## config.mk

```make
export PLATFORM = sky130hd
export DESIGN_NAME = mdu_issue_ctrl
export DESIGN_NICKNAME = d
export VERILOG_FILES = /design/src/rtl/mdu_issue_ctrl.sv
export SDC_FILE = /design/constraint.sdc
export NUM_CORES = 1
export LEC_CHECK = 0
export CORE_ASPECT_RATIO = 0.8
export CORE_MARGIN = 5
export CORE_UTILIZATION = 26
export CTS_CLUSTER_SIZE = 40
export DETAILED_ROUTE_END_ITERATION = 10
export PLACE_DENSITY = 0.85
export SYNTH_ARGS = -nofsm -noshare
export SYNTH_HDL_FRONTEND = slang
export SYNTH_SLANG_ARGS = --single-unit
```

## constraint.sdc

```tcl
create_clock -name clk -period 4.35 [get_ports clk]
set_input_delay 0.6525 -clock clk [delete_from_list [all_inputs] [get_ports clk]]
set_output_delay 0.6525 -clock clk [all_outputs]
set_load 0.02 [all_outputs]
```

## src/rtl/mdu_issue_ctrl.sv

```systemverilog
// Issue/hazard controller between the E-stage and the multiply/divide unit.
// Optional build macro MDU_DIV0_GUARD_EN: suppresses divide-by-zero issue and adds div0_flag.
module mdu_issue_ctrl #(
  parameter int unsigned TIMEOUT_CYCLES = 16
) (
  input  logic        clk,
  input  logic        reset,
  input  logic        req_valid,
  input  logic [2:0]  req_op,
  input  logic        flush,
  input  logic [31:0] rs_data,
  input  logic [31:0] rt_data,
  input  logic        mdu_busy,
  input  logic [31:0] mdu_hi,
  input  logic [31:0] mdu_lo,
  output logic [2:0]  mdu_op,
  output logic        mdu_start,
  output logic [31:0] mdu_d1,
  output logic [31:0] mdu_d2,
  output logic        stall,
  output logic [31:0] rd_data,
  output logic        ctrl_busy,
`ifdef MDU_DIV0_GUARD_EN
  output logic        div0_flag,
`endif
  output logic        timeout_err
);

  // mflo shares code 0 with MDU_NONE: mfhi/mflo are never forwarded to the MDU.
  localparam logic [2:0] MDU_NONE  = 3'd0;
  localparam logic [2:0] MDU_MULT  = 3'd1;
  localparam logic [2:0] MDU_MULTU = 3'd2;
  localparam logic [2:0] MDU_DIV   = 3'd3;
  localparam logic [2:0] MDU_DIVU  = 3'd4;
  localparam logic [2:0] MDU_MTHI  = 3'd5;
  localparam logic [2:0] MDU_MTLO  = 3'd6;
  localparam logic [2:0] MDU_MFHI  = 3'd7;
  localparam logic [2:0] MDU_MFLO  = 3'd0;

  localparam int unsigned WdW = $clog2(TIMEOUT_CYCLES + 1);
  localparam logic [WdW-1:0] WdLimit = WdW'(TIMEOUT_CYCLES);

  typedef enum logic [1:0] {StIdle, StLaunch, StWait} state_e;

  state_e         state_q, state_d;
  logic [WdW-1:0] wd_cnt_q, wd_cnt_d, wd_inc;
  logic           ctrl_busy_q, ctrl_busy_d;
  logic           timeout_err_q, timeout_err_d;

  logic occupied, issue, is_muldiv, is_mt, div0_block;

  always_comb begin
    is_muldiv = (req_op == MDU_MULT) || (req_op == MDU_MULTU) ||
                (req_op == MDU_DIV)  || (req_op == MDU_DIVU);
    is_mt     = (req_op == MDU_MTHI) || (req_op == MDU_MTLO);
    occupied  = (state_q != StIdle) || mdu_busy;
    stall     = req_valid && !flush && occupied;
    issue     = req_valid && !flush && !occupied;
`ifdef MDU_DIV0_GUARD_EN
    div0_block = ((req_op == MDU_DIV) || (req_op == MDU_DIVU)) && (rt_data == 32'd0);
`else
    div0_block = 1'b0;
`endif
    mdu_start = issue && is_muldiv && !div0_block;
    mdu_op    = (mdu_start || (issue && is_mt)) ? req_op : MDU_NONE;
    mdu_d1    = rs_data;
    mdu_d2    = (req_op == MDU_MTLO) ? rs_data : rt_data;
    rd_data   = 32'd0;
    if (issue && (req_op == MDU_MFHI)) rd_data = mdu_hi;
    if (issue && (req_op == MDU_MFLO)) rd_data = mdu_lo;
  end

  always_comb begin
    state_d       = state_q;
    wd_cnt_d      = wd_cnt_q;
    timeout_err_d = timeout_err_q;
    wd_inc        = wd_cnt_q + WdW'(1);
    unique case (state_q)
      StIdle: begin
        if (mdu_start) begin
          state_d  = StLaunch;
          wd_cnt_d = '0;
        end
      end
      // One cycle of grace so the MDU's Busy has time to rise.
      StLaunch: begin
        state_d  = StWait;
        wd_cnt_d = wd_inc;
      end
      StWait: begin
        wd_cnt_d = wd_inc;
        if (!mdu_busy) begin
          state_d = StIdle;
        end else if (wd_inc == WdLimit) begin
          state_d       = StIdle;
          timeout_err_d = 1'b1;
        end
      end
      default: state_d = StIdle;
    endcase
    ctrl_busy_d = (state_d != StIdle);
  end

  always_ff @(posedge clk) begin
    if (reset) begin
      state_q       <= StIdle;
      wd_cnt_q      <= '0;
      ctrl_busy_q   <= 1'b0;
      timeout_err_q <= 1'b0;
    end else begin
      state_q       <= state_d;
      wd_cnt_q      <= wd_cnt_d;
      ctrl_busy_q   <= ctrl_busy_d;
      timeout_err_q <= timeout_err_d;
    end
  end

`ifdef MDU_DIV0_GUARD_EN
  logic div0_flag_q, div0_flag_d;

  always_comb begin
    div0_flag_d = div0_flag_q || (issue && div0_block);
  end

  always_ff @(posedge clk) begin
    if (reset) div0_flag_q <= 1'b0;
    else       div0_flag_q <= div0_flag_d;
  end

  assign div0_flag = div0_flag_q;
`endif

  assign ctrl_busy   = ctrl_busy_q;
  assign timeout_err = timeout_err_q;

endmodule

```

-- Word-level counts from Yosys, hierarchy flattened
Index checks and enable logic that the tools add are counted.
- register bits after elaboration: 9
- output and inout port bits: 103
- word-level logic and storage cells: 49
- $add $sub $neg: 1
- equal/unequal tests: 11
- multiplexer cells: 10
- reduce and logical (&&, ||, !) cells: 23
- operators with widths (cell ; number):
    $mux 32 ; 3
    $eq 3x3->1 const B ; 4
    $pmux 5 s2 ; 1
    $logic_and 1x1->1 ; 7
    $eq 3x2->1 const B ; 2
    $logic_or 1x1->1 ; 6
    $mux 2 ; 3
    $pmux 2 s3 ; 1
    $reduce_bool 2->1 ; 3
    $add 5x1->5 const B ; 1
    $eq 5x5->1 const B ; 1
    $mux 5 ; 1
    $eq 3x1->1 const B ; 1
    $logic_not 3->1 ; 1
    $mux 3 ; 1
    $reduce_and 3->1 ; 1
    $eq 2x1->1 const B ; 1
    $eq 2x2->1 const B ; 1
    $logic_not 1->1 ; 2
    $logic_not 2->1 ; 1
    $ne 2x2->1 const B ; 1
    $reduce_and 2->1 ; 1
    $reduce_or 2->1 ; 1

-- Longest topological paths before layout
Gate-level depths: netlist of the first run.
- word-level depth: 8
- depth in mapped cells: 7
- mapped depth without buffers: 6

-- Least setup slack after synthesis of the first run
Ideal clock, no wire load.
- kind: input port to output port
- start point: in flush
- end point: out rd_data[10]
- arrival: 1.767 ns
- required time: 3.697 ns
- slack: 1.931 ns
- stages on the path: 4
- path buffers: 1
- cells stage by stage: and4bb_4 nor4b_4 buf_6 a22o_1
- word-level cells in the longest chain between the ends: 6
- elaborated cells on any way between the ends: 7
- those cells by class: mux: 2; reduce/logical: 5
- RTL lines (element ; line ; text):
    from (decl) ; 10 ; input logic flush,
    $logic_not 1->1 (*) ; 58 ; issue = req_valid && !flush && !occupied;
    $logic_and 1x1->1 (*) (2 in series) ; 58 ;
    $logic_and 1x1->1 ; 69 ; if (issue && (req_op == MDU_MFHI)) rd_data = mdu_hi;
    $mux 32 ; 69 ;
    $mux 32 (*) ; 70 ; if (issue && (req_op == MDU_MFLO)) rd_data = mdu_lo;
    to (decl) ; 21 ; output logic [31:0] rd_data,
Mark *: on every way between the ends. The rest lies on a longest branch, timed or not.

-- Worst setup path in the final report of the first run
- start point: in mdu_busy
- end point: out rd_data[30]
- word-level cells in the longest chain between the ends: 6
- elaborated cells on any way between the ends: 7
- those cells by class: mux: 2; reduce/logical: 5
- RTL lines (element ; line ; text):
    from (decl) ; 13 ; input logic mdu_busy,
    $logic_or 1x1->1 (*) ; 56 ; occupied = (state_q != StIdle) || mdu_busy;
    $logic_not 1->1 (*) ; 58 ;
    $logic_and 1x1->1 (*) ; 58 ;
    $logic_and 1x1->1 ; 69 ;
    $mux 32 ; 69 ;
    $mux 32 (*) ; 70 ;
Marks and branches as above.

==> results of run 1 <==
==> stage by stage <==
| step | std cells | total power [mW] | hold slack [ns] | utilization (%) | area [sq um] |
|---|---|---|---|---|---|
| detailed placement | 469 | 0.442 | 0.453 | 60.8 | 3960 |
| global route | 473 | 0.561 | 0.497 | 61.5 | 4000 |
| floorplan | 185 | 0.240 | 0.486 | - | 1760 |
| global placement | 469 | 0.435 | 0.437 | 60.8 | 3960 |
| CTS | 473 | 0.542 | 0.464 | 61.5 | 4000 |
| finish | 473 | 0.538 | 0.459 | 61.5 | 4000 |
==> sequential cells by signal, indices dropped and copies added (netlist names) <==
| register | cells |
|---|---|
| timeout_err | 1 |
| state_q | 2 |
| ctrl_busy | 1 |
| wd_cnt_q | 5 |
==> power groups by stage <==
stage / sequential [mW] / combinational [mW] / clock, mW
5_1_grt: 0.0870 / 0.370 / 0.104
4_1_cts: 0.0869 / 0.355 / 0.100
3_3_place_gp: 0.0880 / 0.347 / 0
6_report: 0.0869 / 0.353 / 0.0984
3_5_place_dp: 0.0883 / 0.354 / 0
2_1_floorplan: 0.0888 / 0.151 / 0
==> layout by cell type, fill, tap and decap left out, drive strengths merged <==
cell type,count
a311oi,1
nor4,1
nand3,4
inv,6
a32oi,2
a21oi,8
and2,1
and3,3
o211a,1
and4b,1
o21ai,4
nand3b,2
nor3,1
a31o,1
ha,5
clkbuf,4
nand4,1
clkdlybuf4s50,238
nand2b,1
nor4b,1
a22o,32
or2,1
o311a,1
nand2,10
nor2,4
o21ba,1
or3,2
a211oi,1
mux2,32
and4bb,1
nor2b,1
nand4b,1
a31oi,1
buf,5
o2111ai,1
dfxtp,9
==> final timing paths <==
kind / from / to / slack (ns) / cells after the start
worst max-delay path: mdu_busy / rd_data[30] / 0.85 / 6
worst min-delay path: timeout_err / timeout_err / 0.46 / 2
worst max register to register: state_q[0] / wd_cnt_q[3] / 2.65 / 6
worst min register to register: timeout_err / timeout_err / 0.46 / 2
==> cell type report <==
cell class / instances / area, sq um
multi-input combinational: 127 / 1220
inverter: 6 / 22.5
fill: 558 / 2500
clock buffer: 4 / 45.0
tap: 84 / 105
sequential: 9 / 180
timing repair buffer: 243 / 2430
==> synthesized netlist by cell type (2+ instances only) <==
cell type                  number  area [sq um]
sky130_fd_sc_hd__nand3b_1       2          15.0
sky130_fd_sc_hd__a22o_1        32           280
sky130_fd_sc_hd__buf_6          7          78.8
sky130_fd_sc_hd__ha_1           5          62.6
sky130_fd_sc_hd__inv_1          6          22.5
sky130_fd_sc_hd__o21ai_0        3          15.0
sky130_fd_sc_hd__mux2_4        30           450
sky130_fd_sc_hd__mux2_2         2          22.5
sky130_fd_sc_hd__a21oi_1        7          35.0
sky130_fd_sc_hd__nand2_1       10          37.5
sky130_fd_sc_hd__buf_4         35           263
sky130_fd_sc_hd__nor2_1         4          15.0
sky130_fd_sc_hd__nand3_1        4          20.0
sky130_fd_sc_hd__dfxtp_1        9           180
sky130_fd_sc_hd__and3_1         3          18.8
==> worst max-delay path, delay by kind of cell <==
family | cells | cell delay, ns
buffers and inverters | 3 | 1.39
and+or+nand+nor | 2 | 0.62
AOI/OAI and AO/OA | 1 | 0.17
==> cell families (layout without fill, tap and decap cells) <==
kind of cell / Yosys count / in the layout
AOI/OAI and AO/OA: 54 / 54
buffers and inverters: 49 / 253
and+or+nand+nor: 36 / 36
muxes: 32 / 32
DFF: 9 / 9
adders and majority gates: 5 / 5
==> per-layer routing <==
metal	vias to the layer above	global-route usage, %
met5	-	0
met1	1023	18.9
met3	14	5.35
met2	134	36.3
li1	1080	-
met4	0	5.01
==> metrics.txt, run 1 <==
# TYPE chip_impl_metric gauge
chip_impl_metric{name="worstPathRequired",unit="ns"} 3.70
chip_impl_metric{name="cts_setup_buffers",unit=""} 0
chip_impl_metric{name="peakVddDrop",unit="mV"} 0.115
chip_impl_metric{name="detailed_place_hpwl",unit="um"} 7840
chip_impl_metric{name="met2_wirelength",unit="um"} 4810
chip_impl_metric{name="die_width",unit="um"} 102
chip_impl_metric{name="synth-compound-area-share",unit="%"} 25.8
chip_impl_metric{name="setup_tns_final",unit="ns"} 0
chip_impl_metric{name="synth_cell_types",unit=""} 41
chip_impl_metric{name="drive_above_1_share",unit="%"} 12.9
chip_impl_metric{name="std_cell_rows",unit=""} 26
chip_impl_metric{name="drt-pass1-iter-count",unit=""} 4
chip_impl_metric{name="cts.repair.resized",unit=""} 0
chip_impl_metric{name="yosys-mux-area-fraction",unit="%"} 26.8
chip_impl_metric{name="finalHoldViolations",unit=""} 0
chip_impl_metric{name="worst-endpoint-arrival",unit="ns"} 2.85
chip_impl_metric{name="route.detailed.drc",unit=""} 0
chip_impl_metric{name="period_minus_slack",unit="ns"} 3.50
chip_impl_metric{name="buffer_ports.inserted",unit=""} 238
chip_impl_info{name="hold_wc_path_type",value="reg2reg"} 1
chip_impl_metric{name="holdBufCountCts",unit=""} 0
chip_impl_metric{name="grt_max_degree",unit=""} 33
chip_impl_metric{name="floorplan_core_area",unit="sq um"} 6510
chip_impl_metric{name="tightestPinTransition",unit="ns"} 0.381
chip_impl_metric{name="global_route.usage.total",unit="%"} 18.7
chip_impl_metric{name="synth_edf_count",unit=""} 0
chip_impl_metric{name="numCtsBuffers",unit=""} 3
chip_impl_metric{name="die_y",unit="um"} 83.7
chip_impl_info{name="kind_of_critical_path",value="in2out"} 1
chip_impl_metric{name="die_outline_area",unit="sq um"} 8540
chip_impl_metric{name="global_route_overflow",unit=""} 0
chip_impl_metric{name="synth_sequential_area_ratio",unit="%"} 10.2
chip_impl_metric{name="number_of_nets_produced_by_synthesis",unit=""} 326
chip_impl_metric{name="io_pins",unit=""} 239
chip_impl_metric{name="synth_simple_gate_area_share",unit="%"} 12.8
chip_impl_metric{name="antenna_violations_before_repair",unit=""} 0
chip_impl_metric{name="power.density",unit="nW/um^2"} 134
chip_impl_metric{name="setup_violations",unit=""} 0
chip_impl_metric{name="layout_worst_path_cycle_share",unit="%"} 80.5
chip_impl_metric{name="synth-seq-cells",unit=""} 9
chip_impl_metric{name="detail_route.vias_per_cell",unit=""} 4.76
chip_impl_metric{name="syn-mean-instance-area",unit="sq um"} 9.54
chip_impl_metric{name="wire_per_inst",unit="um"} 18.6
chip_impl_metric{name="initial_core_util",unit="%"} 27.1
chip_impl_metric{name="layout_setup_ws",unit="ns"} 0.847
chip_impl_metric{name="power_frac_clock",unit="%"} 18.3
chip_impl_metric{name="synthCells",unit=""} 185
chip_impl_info{name="critPathCaptureType",value="output port"} 1
chip_impl_metric{name="ys.warnings.count",unit=""} 0
chip_impl_metric{name="fin_nets",unit=""} 531
chip_impl_metric{name="power_leakage",unit="nW"} 1.62
chip_impl_metric{name="async_reset_ff_share",unit="%"} 0
chip_impl_metric{name="syn_to_final_growth",unit="%"} 127
chip_impl_metric{name="detailedRoute.firstIterationViolations",unit=""} 29
chip_impl_metric{name="gp_congestion",unit=""} 0.909
chip_impl_metric{name="route.antenna.remaining_nets",unit=""} 0
chip_impl_info{name="synth_top_family_by_area",value="multiplexers"} 1
chip_impl_metric{name="n_antenna_cell",unit=""} 0
chip_impl_metric{name="critical_path_peak_fanout",unit=""} 23
chip_impl_metric{name="net-switching-power",unit="uW"} 169
chip_impl_info{name="rsz0062_at_grt",value="false"} 1
chip_impl_metric{name="met3_wirelength",unit="um"} 828
chip_impl_metric{name="power.share.switching",unit="%"} 31.4
chip_impl_metric{name="dp_worst_setup_slack",unit="ns"} 0.844
chip_impl_metric{name="drv_cap",unit=""} 0
chip_impl_metric{name="drt_wl_total",unit="um"} 8800
chip_impl_metric{name="first_global_vias",unit=""} 2368
chip_impl_metric{name="clock-sinks",unit=""} 9
chip_impl_info{name="postSynth.topFlopCell",value="sky130_fd_sc_hd__dfxtp_1"} 1
chip_impl_metric{name="clock_skew_after_layout",unit="ns"} 0.00264
chip_impl_metric{name="clk-insertion-delay-late",unit="ns"} 0.23
chip_impl_metric{name="max_slew_margin",unit="%"} 74.5
chip_impl_metric{name="power_frac_comb",unit="%"} 65.5
chip_impl_info{name="critical_path.cell_chain",value="clkdlybuf4s50_1, and4bb_4, nor4b_4, buf_4, a22o_1, clkdlybuf4s50_1"} 1
chip_impl_metric{name="grt_pass1_wl",unit="um"} 12800
chip_impl_info{name="outcome",value="completed"} 1
chip_impl_info{name="critical-path-top-cell-by-count",value="sky130_fd_sc_hd__clkdlybuf4s50_1"} 1
chip_impl_metric{name="p_int",unit="uW"} 369
chip_impl_metric{name="detailroute.via_count",unit=""} 2251
chip_impl_metric{name="syn_area",unit="sq um"} 1760
chip_impl_info{name="top_signal_layer_used",value="met4"} 1
chip_impl_metric{name="synthAdderAreaFrac",unit="%"} 3.55
chip_impl_metric{name="count_of_pins_over_their_slew_limit",unit=""} 0
chip_impl_metric{name="worst_setup_hold_path_clk_slew",unit="ns"} 0.04
chip_impl_metric{name="peak_clock_frequency_supported_by_timing",unit="GHz"} 0.285
chip_impl_metric{name="drt-met1-wl",unit="um"} 2940
chip_impl_metric{name="synth_xor_xnor_area_share",unit="%"} 0
chip_impl_info{name="cts_root_buf",value="sky130_fd_sc_hd__clkbuf_8"} 1
chip_impl_metric{name="htreeDepth",unit=""} 1
chip_impl_info{name="tritoncts",value="done"} 1
chip_impl_info{name="startpoint_type",value="primary input"} 1
chip_impl_metric{name="share_seq_of_total_power",unit="%"} 16.2
chip_impl_metric{name="clock_tree.buffer_depth",unit=""} 2
chip_impl_metric{name="slowest_delay",unit="ns"} 0.61
chip_impl_info{name="cp_slowest_cell",value="sky130_fd_sc_hd__clkdlybuf4s50_1"} 1
(Power assumes the default switching activity.)
==> run 2: changes to the inputs <==
--- a/config.mk
+++ b/config.mk
@@ -7,10 +7,10 @@
 export LEC_CHECK = 0
 export CORE_ASPECT_RATIO = 0.8
 export CORE_MARGIN = 5
-export CORE_UTILIZATION = 26
+export CORE_UTILIZATION = 23
 export CTS_CLUSTER_SIZE = 40
 export DETAILED_ROUTE_END_ITERATION = 10
-export PLACE_DENSITY = 0.85
+export PLACE_DENSITY = 0.79
 export SYNTH_ARGS = -nofsm -noshare
 export SYNTH_HDL_FRONTEND = slang
 export SYNTH_SLANG_ARGS = --single-unit
==> constraint.sdc (replaced) <==
create_clock -name clk -period 2.88 [get_ports clk]
set_input_delay 0.432 -clock clk [delete_from_list [all_inputs] [get_ports clk]]
set_output_delay 0.432 -clock clk [all_outputs]
set_load 0.02 [all_outputs]
==> run 2 against run 1 <==
Effect of this change: global-route usage fell by 1.7 points; worst setup slack got worse by 0.77 ns; via count fell by 1.5%; combinational power rose by 52%; worst hold slack got worse by 0.011 ns; sequential power rose by 51%; clock-buffer cell count did not move; final area rose by 1.8%; power rose by 52%.
==> metrics.txt, run 2 (synthesis results as in run 1) <==
# TYPE chip_impl_metric gauge
chip_impl_info{name="outcome",value="completed"} 1
chip_impl_metric{name="first_global_vias",unit=""} 2220
chip_impl_metric{name="holdBufCountCts",unit=""} 0
chip_impl_info{name="kind_of_critical_path",value="in2out"} 1
chip_impl_metric{name="drt_wl_total",unit="um"} 8870
chip_impl_metric{name="worstPathRequired",unit="ns"} 2.45
chip_impl_info{name="crit_start",value="req_op[1]"} 1
chip_impl_metric{name="std_cell_rows",unit=""} 28
chip_impl_metric{name="setup_violations",unit=""} 0
chip_impl_metric{name="initial_core_util",unit="%"} 23.8
chip_impl_metric{name="clock-sinks",unit=""} 9
chip_impl_metric{name="dp_worst_setup_slack",unit="ns"} -0.104
chip_impl_metric{name="detail_route.vias_per_cell",unit=""} 4.42
chip_impl_metric{name="cts.repair.resized",unit=""} 33
chip_impl_metric{name="die_y",unit="um"} 88.3
chip_impl_metric{name="setup_tns_final",unit="ns"} 0
chip_impl_metric{name="max_slew_margin",unit="%"} 75.4
chip_impl_metric{name="worst_setup_hold_path_clk_slew",unit="ns"} 0.04
chip_impl_metric{name="drive_above_1_share",unit="%"} 15.1
chip_impl_metric{name="gp_congestion",unit=""} 0.875
chip_impl_metric{name="die_width",unit="um"} 108
chip_impl_metric{name="clock_tree.buffer_depth",unit=""} 2
chip_impl_info{name="cts_root_buf",value="sky130_fd_sc_hd__clkbuf_8"} 1
chip_impl_info{name="hold_path_startpoint",value="timeout_err"} 1
chip_impl_metric{name="power_leakage",unit="nW"} 1.82
chip_impl_metric{name="tightestPinTransition",unit="ns"} 0.368
chip_impl_metric{name="drv_cap",unit=""} 0
chip_impl_metric{name="syn_to_final_growth",unit="%"} 131
chip_impl_metric{name="rr_worst_depth",unit=""} 7
chip_impl_info{name="registers.top_by_ff_count",value="wd_cnt_q"} 1
chip_impl_metric{name="wire_per_inst",unit="um"} 17.7
chip_impl_info{name="layout.cells.most_common_list",value="205 x sky130_fd_sc_hd__clkdlybuf4s50_1, 32 x sky130_fd_sc_hd__a22o_1, 32 x sky130_fd_sc_hd__dlygate4sd2_1"} 1
chip_impl_metric{name="buffer_ports.inserted",unit=""} 238
chip_impl_metric{name="htreeDepth",unit=""} 1
chip_impl_metric{name="cts_setup_buffers",unit=""} 0
chip_impl_metric{name="floorplan_core_area",unit="sq um"} 7430
chip_impl_info{name="start_of_the_worst_register_to_register_path",value="state_q[0]"} 1
chip_impl_info{name="hold_wc_path_type",value="reg2reg"} 1
chip_impl_metric{name="finalHoldViolations",unit=""} 0
chip_impl_metric{name="die_outline_area",unit="sq um"} 9530
chip_impl_info{name="critPathCaptureType",value="output port"} 1
chip_impl_metric{name="detailed_place_hpwl",unit="um"} 7950
chip_impl_metric{name="count_of_pins_over_their_slew_limit",unit=""} 0
chip_impl_metric{name="grt_pass1_wl",unit="um"} 12700
chip_impl_metric{name="critical_path_peak_fanout",unit=""} 27
chip_impl_metric{name="timing.hold.worst_path_depth",unit=""} 2
chip_impl_info{name="tritoncts",value="done"} 1
chip_impl_metric{name="period_minus_slack",unit="ns"} 2.81
chip_impl_metric{name="fin_nets",unit=""} 539
chip_impl_info{name="biggestRegsByFlops",value="wd_cnt_q x5, state_q x2"} 1
chip_impl_metric{name="n_antenna_cell",unit=""} 0
chip_impl_metric{name="global_route_overflow",unit=""} 0
chip_impl_metric{name="filler_cell_count",unit=""} 689
chip_impl_metric{name="clk-insertion-delay-late",unit="ns"} 0.24
chip_impl_metric{name="detailroute.via_count",unit=""} 2218
chip_impl_metric{name="numCtsBuffers",unit=""} 3
chip_impl_metric{name="route.detailed.drc",unit=""} 0
chip_impl_info{name="rsz0062_at_grt",value="false"} 1
chip_impl_metric{name="drt-pass1-iter-count",unit=""} 4
chip_impl_metric{name="antenna_violations_before_repair",unit=""} 0
chip_impl_metric{name="peakVddDrop",unit="mV"} 0.257
chip_impl_metric{name="clock_skew_after_layout",unit="ns"} 0.00215
chip_impl_metric{name="route.antenna.remaining_nets",unit=""} 0
chip_impl_metric{name="peak_clock_frequency_supported_by_timing",unit="GHz"} 0.356
chip_impl_metric{name="grt_max_degree",unit=""} 33
chip_impl_info{name="startpoint_type",value="primary input"} 1
chip_impl_metric{name="layout_setup_ws",unit="ns"} 0.0749
chip_impl_metric{name="power",unit="uW"} 816
chip_impl_metric{name="detailedRoute.firstIterationViolations",unit=""} 61
chip_impl_metric{name="largest_register_ffs",unit=""} 5
chip_impl_info{name="layout.cells.most_common",value="sky130_fd_sc_hd__clkdlybuf4s50_1"} 1
chip_impl_metric{name="power.density",unit="nW/um^2"} 200
chip_impl_metric{name="worst-endpoint-arrival",unit="ns"} 2.37
chip_impl_metric{name="io_pins",unit=""} 239
chip_impl_metric{name="layout_worst_path_cycle_share",unit="%"} 97.4
chip_impl_metric{name="global_route.usage.total",unit="%"} 17.0
run 2: cell count changes in the layout (fill, tap and decap cells not counted):
cell | before | now
sky130_fd_sc_hd__buf_12 | 1 | 3
sky130_fd_sc_hd__buf_4 | 4 | 11
sky130_fd_sc_hd__clkdlybuf4s50_1 | 238 | 205
sky130_fd_sc_hd__dlygate4sd2_1 | 0 | 32
sky130_fd_sc_hd__ha_1 | 5 | 4
sky130_fd_sc_hd__ha_2 | 0 | 1
run 2: power by group:
group | internal, mW | leakage (nW) | switching, mW | total [mW]
clock network | 0.0967 | 0.0228 | 0.0531 | 0.150
logic | 0.337 | 1.72 | 0.198 | 0.535
registers | 0.128 | 0.0727 | 0.00310 | 0.131
total | 0.562 | 1.82 | 0.254 | 0.816
run 2: cell type report:
class                           instances  area, sq um  area share [%]
Clock buffer                            4         45.0            1.11
Inverter                                6         22.5           0.553
Multi-Input combinational cell        127         1220            30.0
Sequential cell                         9          180            4.42
Tap cell                              105          131            3.22
Timing Repair Buffer                  251         2470            60.7
run 2: final timing paths:
check / end / slack, ns
min reg2reg: timeout_err / 0.45
max reg2reg: wd_cnt_q[1] / 1.11
max: mdu_d2[7] / 0.07
min: timeout_err / 0.45
run 2: per-stage QoR:
step	area [sq um]	hold slack, ns	instances	utilization, %
after floorplan	1760	0.486	185	-
after global routing	4080	0.489	502	54.9
after detailed placement	4070	0.446	498	54.8
final	4080	0.448	502	54.9
after CTS	4080	0.451	502	54.9
after global placement	4070	0.443	498	54.8
run 2: metal layers:
layer	global-route usage, %	up-vias	routed length, um
met5	0	-	0
met3	3.36	4	572
met1	18.5	1018	3280
li1	-	1100	-
met4	1.38	0	27
met2	35.1	96	4990
run 2: critical path, cell delays in order:
cell                              delay [ns]
sky130_fd_sc_hd__clkdlybuf4s50_1        0.49
sky130_fd_sc_hd__nand2_1                0.07
sky130_fd_sc_hd__or2_2                  0.31
sky130_fd_sc_hd__buf_12                 0.19
sky130_fd_sc_hd__mux2_4                 0.31
sky130_fd_sc_hd__clkdlybuf4s50_1        0.55
==> run 3: changes to the inputs <==
--- a/config.mk
+++ b/config.mk
@@ -5,7 +5,7 @@
 export SDC_FILE = /design/constraint.sdc
 export NUM_CORES = 1
 export LEC_CHECK = 0
-export CORE_ASPECT_RATIO = 0.8
+export CORE_ASPECT_RATIO = 0.6
 export CORE_MARGIN = 5
 export CORE_UTILIZATION = 23
 export CTS_CLUSTER_SIZE = 40
==> run 3 against run 2 <==
Effect of this change: power grew 12%; sequential share of layout area shrank 0.051 points; critical path depth unchanged; sequential power barely moved; register-to-register slack worse by 0.07 ns; worst setup slack worse by 0.018 ns; largest power group unchanged; final area grew 1.2%; die area is 0.49% higher; cell count is 0.40% lower; clock skew grew 0.00070 ns; wire length up 2.6%.
==> metrics.txt, run 3 (synthesis results as in run 1) <==
# TYPE chip_impl_metric gauge
chip_impl_info{name="cp_slowest_cell",value="sky130_fd_sc_hd__clkdlybuf4s50_1"} 1
chip_impl_metric{name="drive_above_1_share",unit="%"} 14.4
chip_impl_metric{name="power.density",unit="nW/um^2"} 222
chip_impl_info{name="registers.top_by_ff_count",value="wd_cnt_q"} 1
chip_impl_metric{name="route.detailed.drc",unit=""} 0
chip_impl_metric{name="std_cell_rows",unit=""} 24
chip_impl_metric{name="count_of_pins_over_their_slew_limit",unit=""} 0
chip_impl_metric{name="grt_max_degree",unit=""} 33
chip_impl_metric{name="dp_worst_setup_slack",unit="ns"} -0.0496
chip_impl_info{name="tritoncts",value="done"} 1
chip_impl_metric{name="tightestPinTransition",unit="ns"} 0.360
chip_impl_metric{name="detail_route.vias_per_cell",unit=""} 4.50
chip_impl_metric{name="drt_wl_total",unit="um"} 9100
chip_impl_metric{name="htreeDepth",unit=""} 1
chip_impl_metric{name="wire_per_inst",unit="um"} 18.2
chip_impl_metric{name="route.antenna.remaining_nets",unit=""} 0
chip_impl_metric{name="power",unit="uW"} 915
chip_impl_metric{name="detailroute.via_count",unit=""} 2252
chip_impl_metric{name="worst_setup_hold_path_clk_slew",unit="ns"} 0.04
chip_impl_metric{name="peak_clock_frequency_supported_by_timing",unit="GHz"} 0.354
chip_impl_info{name="timing.rr.end",value="wd_cnt_q[3]"} 1
chip_impl_metric{name="cts_setup_buffers",unit=""} 0
chip_impl_metric{name="regToRegSetupSlack",unit="ns"} 1.04
chip_impl_info{name="kind_of_critical_path",value="in2out"} 1
chip_impl_metric{name="detailed_place_hpwl",unit="um"} 8140
chip_impl_metric{name="global_route.usage.total",unit="%"} 17.3
chip_impl_metric{name="ff_latch_area",unit="sq um"} 180
chip_impl_metric{name="die_width",unit="um"} 123
chip_impl_metric{name="die_outline_area",unit="sq um"} 9580
chip_impl_metric{name="clock_tree.buffer_depth",unit=""} 2
chip_impl_info{name="start_of_the_worst_register_to_register_path",value="state_q[0]"} 1
chip_impl_metric{name="layout_worst_path_cycle_share",unit="%"} 98.0
chip_impl_info{name="hold_wc_path_type",value="reg2reg"} 1
chip_impl_metric{name="initial_core_util",unit="%"} 24.0
chip_impl_info{name="layout.cells.most_common",value="sky130_fd_sc_hd__clkdlybuf4s50_1"} 1
chip_impl_info{name="hold-path-endpoint",value="timeout_err"} 1
chip_impl_metric{name="first_global_vias",unit=""} 2284
chip_impl_metric{name="io_pins",unit=""} 239
chip_impl_metric{name="syn_to_final_growth",unit="%"} 134
chip_impl_info{name="startpoint_type",value="primary input"} 1
chip_impl_metric{name="drt-pass1-iter-count",unit=""} 4
chip_impl_metric{name="drv_cap",unit=""} 0
chip_impl_metric{name="period_minus_slack",unit="ns"} 2.82
chip_impl_metric{name="worst-endpoint-arrival",unit="ns"} 2.39
chip_impl_metric{name="setup_tns_final",unit="ns"} 0
chip_impl_metric{name="layout_setup_ws",unit="ns"} 0.0569
chip_impl_metric{name="peakVddDrop",unit="mV"} 0.224
chip_impl_metric{name="clock-sinks",unit=""} 9
chip_impl_metric{name="gp_congestion",unit=""} 0.905
chip_impl_metric{name="power_leakage",unit="nW"} 1.87
chip_impl_metric{name="largest_register_ffs",unit=""} 5
chip_impl_metric{name="holdBufCountCts",unit=""} 0
chip_impl_metric{name="grt_pass1_wl",unit="um"} 13200
chip_impl_metric{name="clock_skew_after_layout",unit="ns"} 0.00286
chip_impl_info{name="cts_root_buf",value="sky130_fd_sc_hd__clkbuf_16"} 1
chip_impl_metric{name="global_route_overflow",unit=""} 0
chip_impl_metric{name="slowest_delay",unit="ns"} 0.57
chip_impl_metric{name="fin_nets",unit=""} 538
chip_impl_metric{name="setup_violations",unit=""} 0
chip_impl_info{name="critPathCaptureType",value="output port"} 1
chip_impl_metric{name="floorplan_core_area",unit="sq um"} 7360
chip_impl_metric{name="filler_cell_count",unit=""} 674
chip_impl_info{name="outcome",value="completed"} 1
chip_impl_metric{name="detailedRoute.firstIterationViolations",unit=""} 69
chip_impl_metric{name="finalHoldViolations",unit=""} 0
chip_impl_metric{name="max_slew_margin",unit="%"} 75.9
chip_impl_metric{name="n_antenna_cell",unit=""} 0
chip_impl_metric{name="multiInputGateArea",unit="sq um"} 1220
chip_impl_metric{name="rr_worst_depth",unit=""} 7
chip_impl_info{name="layout.cells.most_common_list",value="202 x sky130_fd_sc_hd__clkdlybuf4s50_1, 32 x sky130_fd_sc_hd__a22o_1, 32 x sky130_fd_sc_hd__dlygate4sd2_1"} 1
chip_impl_metric{name="finalCoreUtilization",unit="%"} 56.0
chip_impl_metric{name="worstPathRequired",unit="ns"} 2.45
chip_impl_info{name="biggestRegsByFlops",value="wd_cnt_q x5, state_q x2"} 1
chip_impl_metric{name="critical_path_peak_fanout",unit=""} 19
chip_impl_info{name="rsz0062_at_grt",value="false"} 1
chip_impl_info{name="hold_path_startpoint",value="timeout_err"} 1
chip_impl_metric{name="clk-insertion-delay-late",unit="ns"} 0.23
chip_impl_info{name="critical-path-top-cell-by-count",value="sky130_fd_sc_hd__clkdlybuf4s50_1"} 1
chip_impl_metric{name="numCtsBuffers",unit=""} 3
chip_impl_info{name="critical_path.cell_chain",value="clkdlybuf4s50_1, nand2_1, or2_2, buf_12, mux2_4, clkdlybuf4s50_1"} 1
chip_impl_metric{name="buffer_ports.inserted",unit=""} 238
chip_impl_metric{name="die_y",unit="um"} 77.8
chip_impl_metric{name="antenna_violations_before_repair",unit=""} 0
chip_impl_metric{name="timing.hold.worst_path_depth",unit=""} 2
-- run 3: cell types whose count changed in the layout (fill, tap and decap cells not counted) --
cell	delta
sky130_fd_sc_hd__ha_1	+1
sky130_fd_sc_hd__ha_2	-1
sky130_fd_sc_hd__clkbuf_16	+3
sky130_fd_sc_hd__buf_12	+1
sky130_fd_sc_hd__clkdlybuf4s50_1	-3
sky130_fd_sc_hd__clkbuf_8	-3
sky130_fd_sc_hd__dlymetal6s2s_1	+4
sky130_fd_sc_hd__buf_4	-3
-- run 3: worst max-delay path by stage --
stage | to | slack, ns | start | cells past startpoint
floorplan | rd_data[10] | 0.79 | state_q[1] | 6
global placement | rd_data[11] | -0.04 | flush | 6
detailed placement | rd_data[11] | -0.05 | flush | 6
CTS | mdu_d2[31] | 0.03 | req_op[2] | 6
global route | mdu_d2[28] | 0.005 | req_op[2] | 6
finish | mdu_d2[28] | 0.06 | req_op[2] | 6
-- run 3: area by class of cell --
| class | instances | area share (%) |
|---|---|---|
| clock buffer | 4 | 1.91 |
| sequential | 9 | 4.37 |
| timing repair buffer | 250 | 60.5 |
| tap | 104 | 3.16 |
| multi-input combinational | 127 | 29.6 |
| inverter | 6 | 0.546 |
-- run 3: stage by stage --
step	instance area, sq um	cells	hold WS, ns
after CTS	4110	500	0.474
after floorplan	1760	185	0.486
after global placement	4070	496	0.439
after global routing	4120	500	0.491
final	4120	500	0.469
after detailed placement	4070	496	0.444
-- run 3: critical path, delay by kind of cell --
family | cells | cell delay [ns]
buffers and inverters | 3 | 1.25
and+or+nand+nor | 2 | 0.40
muxes | 1 | 0.30
-- run 3: timing repair --
item | CTS | global route
hold endpoints to repair | 0 | 0
endpoints found under the setup margin | 32 | 4
resized for setup | 32 | 4
-- run 3: power by group --
group / internal [mW] / total (mW) / switching, mW / leakage, nW
Sequential: 0.128 / 0.131 / 0.00315 / 0.0727
Combinational: 0.337 / 0.540 / 0.202 / 1.76
Clock: 0.185 / 0.244 / 0.0590 / 0.0382
-- run 3: per-layer routing --
layer	GRT usage [%]	part of all wire, %	wire length (um)
met2	32.4	52	4710
met3	4.51	7.5	684
met1	20.6	41	3690
met4	1.10	0.20	18
met5	0	0	0
